**config.mk**
```make
export PLATFORM = sky130hd
export DESIGN_NAME = seq_shifter
export DESIGN_NICKNAME = d
export VERILOG_FILES = /design/src/rtl/shifter_pkg.sv /design/src/rtl/shifter_step.sv /design/src/rtl/seq_shifter.sv
export SDC_FILE = /design/constraint.sdc
export NUM_CORES = 1
export LEC_CHECK = 0
export BUFFER_PORTS_ARGS = -buffer_cell sky130_fd_sc_hd__buf_2
export CORE_ASPECT_RATIO = 1.25
export CORE_MARGIN = 4
export CORE_UTILIZATION = 35
export DETAILED_ROUTE_END_ITERATION = 6
export SYNTH_ARGS = -nofsm -noshare
export SYNTH_HDL_FRONTEND = slang
export SYNTH_SLANG_ARGS = --single-unit
```
**constraint.sdc**
```tcl
create_clock -name clk -period 2 [get_ports clk]
set_input_delay 0.2 -clock clk [delete_from_list [all_inputs] [get_ports clk]]
set_output_delay 0.2 -clock clk [all_outputs]
set_load 0.005 [all_outputs]
```
**src/rtl/shifter_pkg.sv**
```systemverilog
// Shared definitions for the sequential shifter: FSM state codes, mode-bit
// positions and the layout of the ALU flag vector.
// Latency: n/a (definitions only). Backpressure: n/a.
package shifter_pkg;

  // FSM state encoding (kept as plain constants for legacy tooling).
  typedef logic [1:0] state_t;
  localparam state_t ST_IDLE  = 2'd0;
  localparam state_t ST_SHIFT = 2'd1;
  localparam state_t ST_DONE  = 2'd2;

  // Bit positions inside the captured 3-bit mode register.
  localparam int MODE_W   = 3;
  localparam int MODE_LR  = 0;  // 1 = right, 0 = left
  localparam int MODE_LA  = 1;  // 1 = arithmetic
  localparam int MODE_ROT = 2;  // 1 = rotate, overrides LA

  // Positions in the shared ALU flag vector.
  localparam int FLAG_W = 4;
  localparam int FLAG_C = 0;
  localparam int FLAG_N = 1;
  localparam int FLAG_V = 2;
  localparam int FLAG_Z = 3;

  function automatic logic [FLAG_W-1:0] pack_flags(input logic c, input logic n,
                                                   input logic v, input logic z);
    logic [FLAG_W-1:0] f;
    f         = '0;
    f[FLAG_C] = c;
    f[FLAG_N] = n;
    f[FLAG_V] = v;
    f[FLAG_Z] = z;
    return f;
  endfunction

endpackage

```
**src/rtl/shifter_step.sv**
```systemverilog
// One-bit shift/rotate step on a WIDTH-bit word.
// Latency: combinational. Backpressure: none (pure function of inputs).
// Ports: din/lr/la/rot in; dout = stepped word, out_bit = bit leaving the
// word, msb_changed = dout MSB differs from din MSB.
module shifter_step #(
  parameter int WIDTH = 8
) (
  input  logic [WIDTH-1:0] din,
  input  logic             lr,
  input  logic             la,
  input  logic             rot,
  output logic [WIDTH-1:0] dout,
  output logic             out_bit,
  output logic             msb_changed
);

  logic fill;

  always_comb begin
    dout    = din;
    out_bit = 1'b0;
    fill    = 1'b0;
    if (lr) begin
      out_bit = din[0];
      // Rotate recirculates the outgoing bit; arithmetic replicates the sign.
      if (rot)     fill = din[0];
      else if (la) fill = din[WIDTH-1];
      else         fill = 1'b0;
      dout = {fill, din[WIDTH-1:1]};
    end else begin
      out_bit = din[WIDTH-1];
      // Left shifts never sign-fill; only rotate brings a bit back in.
      fill = rot ? din[WIDTH-1] : 1'b0;
      dout = {din[WIDTH-2:0], fill};
    end
    msb_changed = dout[WIDTH-1] ^ din[WIDTH-1];
  end

endmodule

```
**src/rtl/seq_shifter.sv**
```systemverilog
// Multi-cycle shifter: logical/arithmetic/rotate, left/right, one bit per clock.
// Latency: done pulses AMT+1 cycles after the accepting edge (1 cycle for AMT=0).
// Backpressure: start is ignored while busy; accepted in IDLE or in the done cycle.
// Ports: clk, rst_n (async, active-low); start, A, AMT, LR, LA, ROT request in;
// busy, done, Y and registered C/N/V/Z flags out.
module seq_shifter
  import shifter_pkg::*;
#(
  parameter int WIDTH = 8,
  parameter int AW    = $clog2(WIDTH)
) (
  input  logic             clk,
  input  logic             rst_n,
  input  logic             start,
  input  logic [WIDTH-1:0] A,
  input  logic [AW-1:0]    AMT,
  input  logic             LR,
  input  logic             LA,
  input  logic             ROT,
  output logic             busy,
  output logic             done,
  output logic [WIDTH-1:0] Y,
  output logic             C,
  output logic             N,
  output logic             V,
  output logic             Z
);

  state_t              state_q;
  logic [WIDTH-1:0]    work_q;
  logic [AW-1:0]       cnt_q;
  logic [MODE_W-1:0]   mode_q;
  logic                vsticky_q;
  logic [WIDTH-1:0]    y_q;
  logic [FLAG_W-1:0]   flags_q;

  logic [WIDTH-1:0]    step_dout;
  logic                step_out;
  logic                step_msb_chg;
  logic                v_step;
  logic [AW:0]         amt_ext;
  logic [AW-1:0]       amt_sat;

  shifter_step #(.WIDTH(WIDTH)) u_step (
    .din         (work_q),
    .lr          (mode_q[MODE_LR]),
    .la          (mode_q[MODE_LA]),
    .rot         (mode_q[MODE_ROT]),
    .dout        (step_dout),
    .out_bit     (step_out),
    .msb_changed (step_msb_chg)
  );

  // Overflow only matters for arithmetic left shifts.
  assign v_step = mode_q[MODE_LA] & ~mode_q[MODE_ROT] & ~mode_q[MODE_LR] & step_msb_chg;

  // Counts beyond WIDTH-1 can only occur for non-power-of-two WIDTH.
  always_comb begin
    amt_ext = {1'b0, AMT};
    amt_sat = AMT;
    if (amt_ext >= (AW+1)'(WIDTH)) amt_sat = AW'(WIDTH-1);
  end

  always_ff @(posedge clk or negedge rst_n) begin
    if (!rst_n) begin
      state_q   <= ST_IDLE;
      work_q    <= '0;
      cnt_q     <= '0;
      mode_q    <= '0;
      vsticky_q <= 1'b0;
      y_q       <= '0;
      flags_q   <= pack_flags(1'b0, 1'b0, 1'b0, 1'b1);
    end else begin
      case (state_q)
        ST_SHIFT: begin
          work_q    <= step_dout;
          cnt_q     <= cnt_q - AW'(1);
          vsticky_q <= vsticky_q | v_step;
          // Last step: publish the stepped word directly so the results are
          // valid in the first DONE cycle.
          if (cnt_q == AW'(1)) begin
            state_q <= ST_DONE;
            y_q     <= step_dout;
            flags_q <= pack_flags(step_out, step_dout[WIDTH-1],
                                  vsticky_q | v_step, step_dout == '0);
          end
        end
        default: begin  // IDLE, DONE (and any illegal code recovers here)
          if (start) begin
            work_q    <= A;
            mode_q    <= {ROT, LA, LR};
            vsticky_q <= 1'b0;
            if (amt_sat == '0) begin
              state_q <= ST_DONE;
              cnt_q   <= '0;
              y_q     <= A;
              flags_q <= pack_flags(1'b0, A[WIDTH-1], 1'b0, A == '0);
            end else begin
              state_q <= ST_SHIFT;
              cnt_q   <= amt_sat;
            end
          end else begin
            state_q <= ST_IDLE;
          end
        end
      endcase
    end
  end

  assign busy = (state_q == ST_SHIFT);
  assign done = (state_q == ST_DONE);
  assign Y    = y_q;
  assign C    = flags_q[FLAG_C];
  assign N    = flags_q[FLAG_N];
  assign V    = flags_q[FLAG_V];
  assign Z    = flags_q[FLAG_Z];

endmodule

```
* Yosys cells after proc, flatten, opt, wreduce, memory -nomap -nowiden
Index checks and enable logic that the tools add are counted.
Storage, ports and cells: register bits 29, output and inout bits 14, word-level logic and storage cells 51
Operators by class: add/sub/neg operators 1, equal/unequal tests 4, multiplexer cells 24, bitwise operators 8, reduce and logical (&&, ||, !) cells 7
Operators with widths (count):
- two-way mux 8 bit | 7
- zero test 8 bit | 2
- two-way mux 4 bit | 4
- two-way mux 3 bit | 3
- two-way mux 2 bit | 4
- two-way mux 1 bit | 6
- nonzero test 2 bit | 2
- AND 1 bit | 3
- == test 3 x 1 -> 1 bit (second input constant) | 1
- zero test 3 bit | 1
- NOT 1 bit | 3
- AND reduction 3 bit | 1
- subtractor 3 x 1 -> 3 bit (second input constant) | 1
- == test 2 x 1 -> 1 bit (second input constant) | 1
- == test 2 bit (second input constant) | 1
- != test 2 x 1 -> 1 bit (second input constant) | 1
- AND reduction 2 bit | 1
- OR 1 bit | 1
- XOR 1 bit | 1

* Depth between registers and ports, before layout
depth after elaboration 8, depth in mapped cells 7

* Cells and area by module
From an unflattened synthesis, not the netlist that was laid out.
Second synthesis, totals: cell total of the unflattened synthesis 139, area total of the unflattened synthesis 1616.6 um^2
Modules (own cells, without submodules):
- seq_shifter | instances 1, cells each 120, area an instance 1458.9 um^2, sequential area each 701.9 um^2
- shifter_step | instances 1, cells each 19, area an instance 157.7 um^2, sequential area each 0.0 um^2

* Worst setup path before layout
Ideal clock, no wire load.
path kind register -> register, from register cnt_q[0], to register y_q[2], in the netlist Y[2], setup time 0.128 ns, data arrival time 1.278 ns, setup slack 0.594 ns, cell stages (with the launch flop) 6, buffers on the path 1, cell sequence dfrtp_1 > ha_1 > and4bb_1 > a31oi_2 > buf_2 > o21ai_0
On the way: cells in the longest elaborated chain, start to end 3
RTL lines:
- start: declaration | RTL line seq_shifter.sv:31 | logic [AW-1:0] cnt_q;
- start signal: assignment | RTL line seq_shifter.sv:77 | cnt_q <= cnt_q - AW'(1);
- start signal: assignment | RTL line seq_shifter.sv:100 | cnt_q <= amt_sat;
- == test 3 x 1 -> 1 bit | RTL line seq_shifter.sv:81 | if (cnt_q == AW'(1)) begin
- != test 2 x 1 -> 1 bit (no source line)
- AND reduction 3 bit (no source line)
- end signal: assignment | RTL line seq_shifter.sv:83 | y_q <= step_dout;
- end: declaration | RTL line seq_shifter.sv:34 | logic [WIDTH-1:0] y_q;
No other way between the ends. A chain may end at the register's enable or synchronous reset.

* Worst setup path in the final report
from register state_q[0], to register cnt_q[2]
On the way: cells in the longest elaborated chain, start to end 2, elaborated cells between the ends (all ways) 3, classes of those cells eq/ne: 1; mux: 1; reduce/logical: 1
RTL lines:
- start: declaration | RTL line seq_shifter.sv:29 | state_t state_q;
- start signal: assignment | RTL line seq_shifter.sv:66 | state_q <= ST_IDLE;
- start signal: assignment | RTL line seq_shifter.sv:82 | state_q <= ST_DONE;
- start signal: assignment | RTL line seq_shifter.sv:94 | state_q <= ST_DONE;
- == test 2 x 1 -> 1 bit * | RTL line seq_shifter.sv:74 | case (state_q)
- two-way mux 3 bit / nonzero test 2 bit (equally long branches)
Every way passes the cells marked *; elsewhere a longest branch is shown, timed or not.

==> run metrics <==
Root Driver=clkbuf_8; Starting Density=37.2%; clock-pin slew on the worst setup and hold paths=100 ps; H-tree levels=1; PortBufs=30; TritonCTS clock tree=done; Final Max Tran Viols=0; fin util=43.6%; die width=65.4 um; WS Path Type=flop to flop; GRT overflow=0; Post-Route Skew=6.43 ps; design area=1690 um^2; final worst-path cycle share=84.4%; Lkg Pwr=0.000800 uW; Final ANT Viol Nets=0; critical path endpoint category=flop; Mapped Area=1440 um^2; Layout area overhead=17.2%; largest net degree at the start of global routing=29; final setup fails=0; WP data arrival=1850 ps; Sw Share=40.2%; die height=79.8 um; Mean Syn Cell Area=10.0 um^2; clock share of power=16.3%; internal power=1640 uW; yosys warns=0; max frequency=593 MHz; combinational share of power=42.9%; sequential power share=40.8%; total track usage=14.0%; PD cells=1620 nW/um^2; most common cell after layout, fill and taps aside=buf_2; Syn Inst Count=144; initial antenna violation count=0; Syn Nets=163; Final Instance Count excl. Fillers=225; First DRT Iteration DRCs=77; total number of vias=1,125; full die area=5220 um^2; Final WS setup=313 ps; Ant. Diodes=0; Sink Count=28; Most used DFF post-synth=dfrtp_1; postcts setup bufs=0; count of unique library cells instantiated by Yosys=39; worst-margin pin slew=666 ps; Top-Level Pins=31; Worst Setup Start Kind=flop; ys async rst share=100%; Yosys reg bits=28; first-pass GRT wire length=5.79 mm; drt first pass iters=4; routability-driven placement congestion ratio=0.855; final worst path period need=1690 ps; Worst R2R Path Depth=5; Peak VDD IR=0.791 mV; pre-CTS WS=342 ps; Worst-Skew Late Latency=270 ps; Core ar.=3880 um^2; DRC=0; DRT Wirelength=3.39 mm; total negative slack=0 ps; Switch Pwr=1100 uW; number of synthesized flops with an enable pin=0; sequential area share after synthesis=48.7%; FILL cells=430; most frequent cells in the layout=buf_2, dfrtp_1, nand2_1; CTS buffer count=3; Rel. slew slack=55.4%; HP Class=input port to flop; HPWL Detailed=2.57 mm; DP Area=1610 um^2; layout cells sized above 1=26.3%; placed cells=220; NumNets Final=191; status=complete, no violations; RSZ-0062 raised after global routing=no; Max Cap Viol=0; final hold viol count=0; row cnt=25; CP required=2170 ps; vias in the first global route=1,171; WL/cell=15.0 um; CTS Buffer Depth=2; drt via density=5.00; largest fanout on the critical path=21; Hold Path Depth=2
-- routing by layer --
| metal | track usage [%] | routed length, um | part of all wire, % |
|---|---|---|---|
| met4 | 3.73 | 31 | 0.92 |
| met1 | 18.4 | 1520 | 45 |
| met3 | 2.11 | 145 | 4.3 |
| met2 | 23.8 | 1680 | 50 |
| met5 | 0 | 0 | 0 |
-- critical path: stages, from the launching register on --
cell	delay, ps
dfrtp_1	430
nand2b_4	230
inv_1	90
nor2_1	520
nor3_1	110
o22a_1	200
-- state kept, by name (all words and copies together) (netlist names) --
| signal | flops |
|---|---|
| state_q | 2 |
| flags_q | 4 |
| cnt_q | 3 |
| work_q | 8 |
| vsticky_q | 1 |
| mode_q | 3 |
| Y | 7 |
-- per-stage QoR --
step | power (uW) | hold slack, ps
6_report | 2740 | 155
5_1_grt | 2980 | 150
4_1_cts | 2770 | 154
3_5_place_dp | 2320 | 260
3_3_place_gp | 2260 | 249
2_1_floorplan | 1980 | -95.6
-- cell type report --
cell class / count / area (um^2) / share of cell area, %
Sequential cell: 28 / 702 / 41.5
Multi-Input combinational cell: 101 / 656 / 38.8
Timing Repair Buffer: 33 / 175 / 10.4
Tap cell: 54 / 67.6 / 4.00
Clock buffer: 3 / 41.3 / 2.44
Clock inverter: 1 / 30.0 / 1.78
Inverter: 5 / 18.8 / 1.11
-- synth_stat cells, types with 2 or more instances --
master	number	area, um^2
nand2_1	20	75.1
buf_2	5	25.0
o31ai_1	4	30.0
dfrtp_1	27	676
mux2_2	3	33.8
nor2b_1	4	25.0
inv_1	5	18.8
nor3_1	3	15.0
mux2i_1	8	80.1
buf_4	4	30.0
o211a_1	2	20.0
a21oi_1	10	50.1
nor2_1	10	37.5
o21ai_0	13	65.1
ha_1	2	25.0
-- power groups by stage --
stage	clock, uW	combinational, uW	sequential (uW)
after floorplan	0	966	1020
after global placement	0	1160	1110
after detailed placement	0	1190	1130
after CTS	457	1200	1120
after global routing	478	1340	1160
final	447	1180	1120
-- logic make-up after synthesis --
kind of cell | count (synthesis) | share of synthesized area [%]
fa+ha+maj | 2 | 1.73
compound gates | 40 | 18.6
simple gates | 47 | 16.6
mux | 11 | 7.89
xor+xnor | 1 | 0.607
flops | 28 | 48.7
buf+inv | 15 | 5.90
-- final timing paths --
check | start | end | slack [ps]
worst max register to register | state_q[0] | cnt_q[2] | 310
max in group asynchronous | rst_n | cnt_q[1] | 1100
worst min-delay path | ROT | mode_q[2] | 150
worst max-delay path | state_q[0] | cnt_q[2] | 310
worst min register to register | cnt_q[0] | cnt_q[0] | 490
min in group asynchronous | rst_n | Y[4] | 480
-- repair_timing --
item,CTS,global route
hold buffers,1,0
hold endpoints to repair,27,0
resized for setup,0,0
Power figures use the tool's default switching activity.
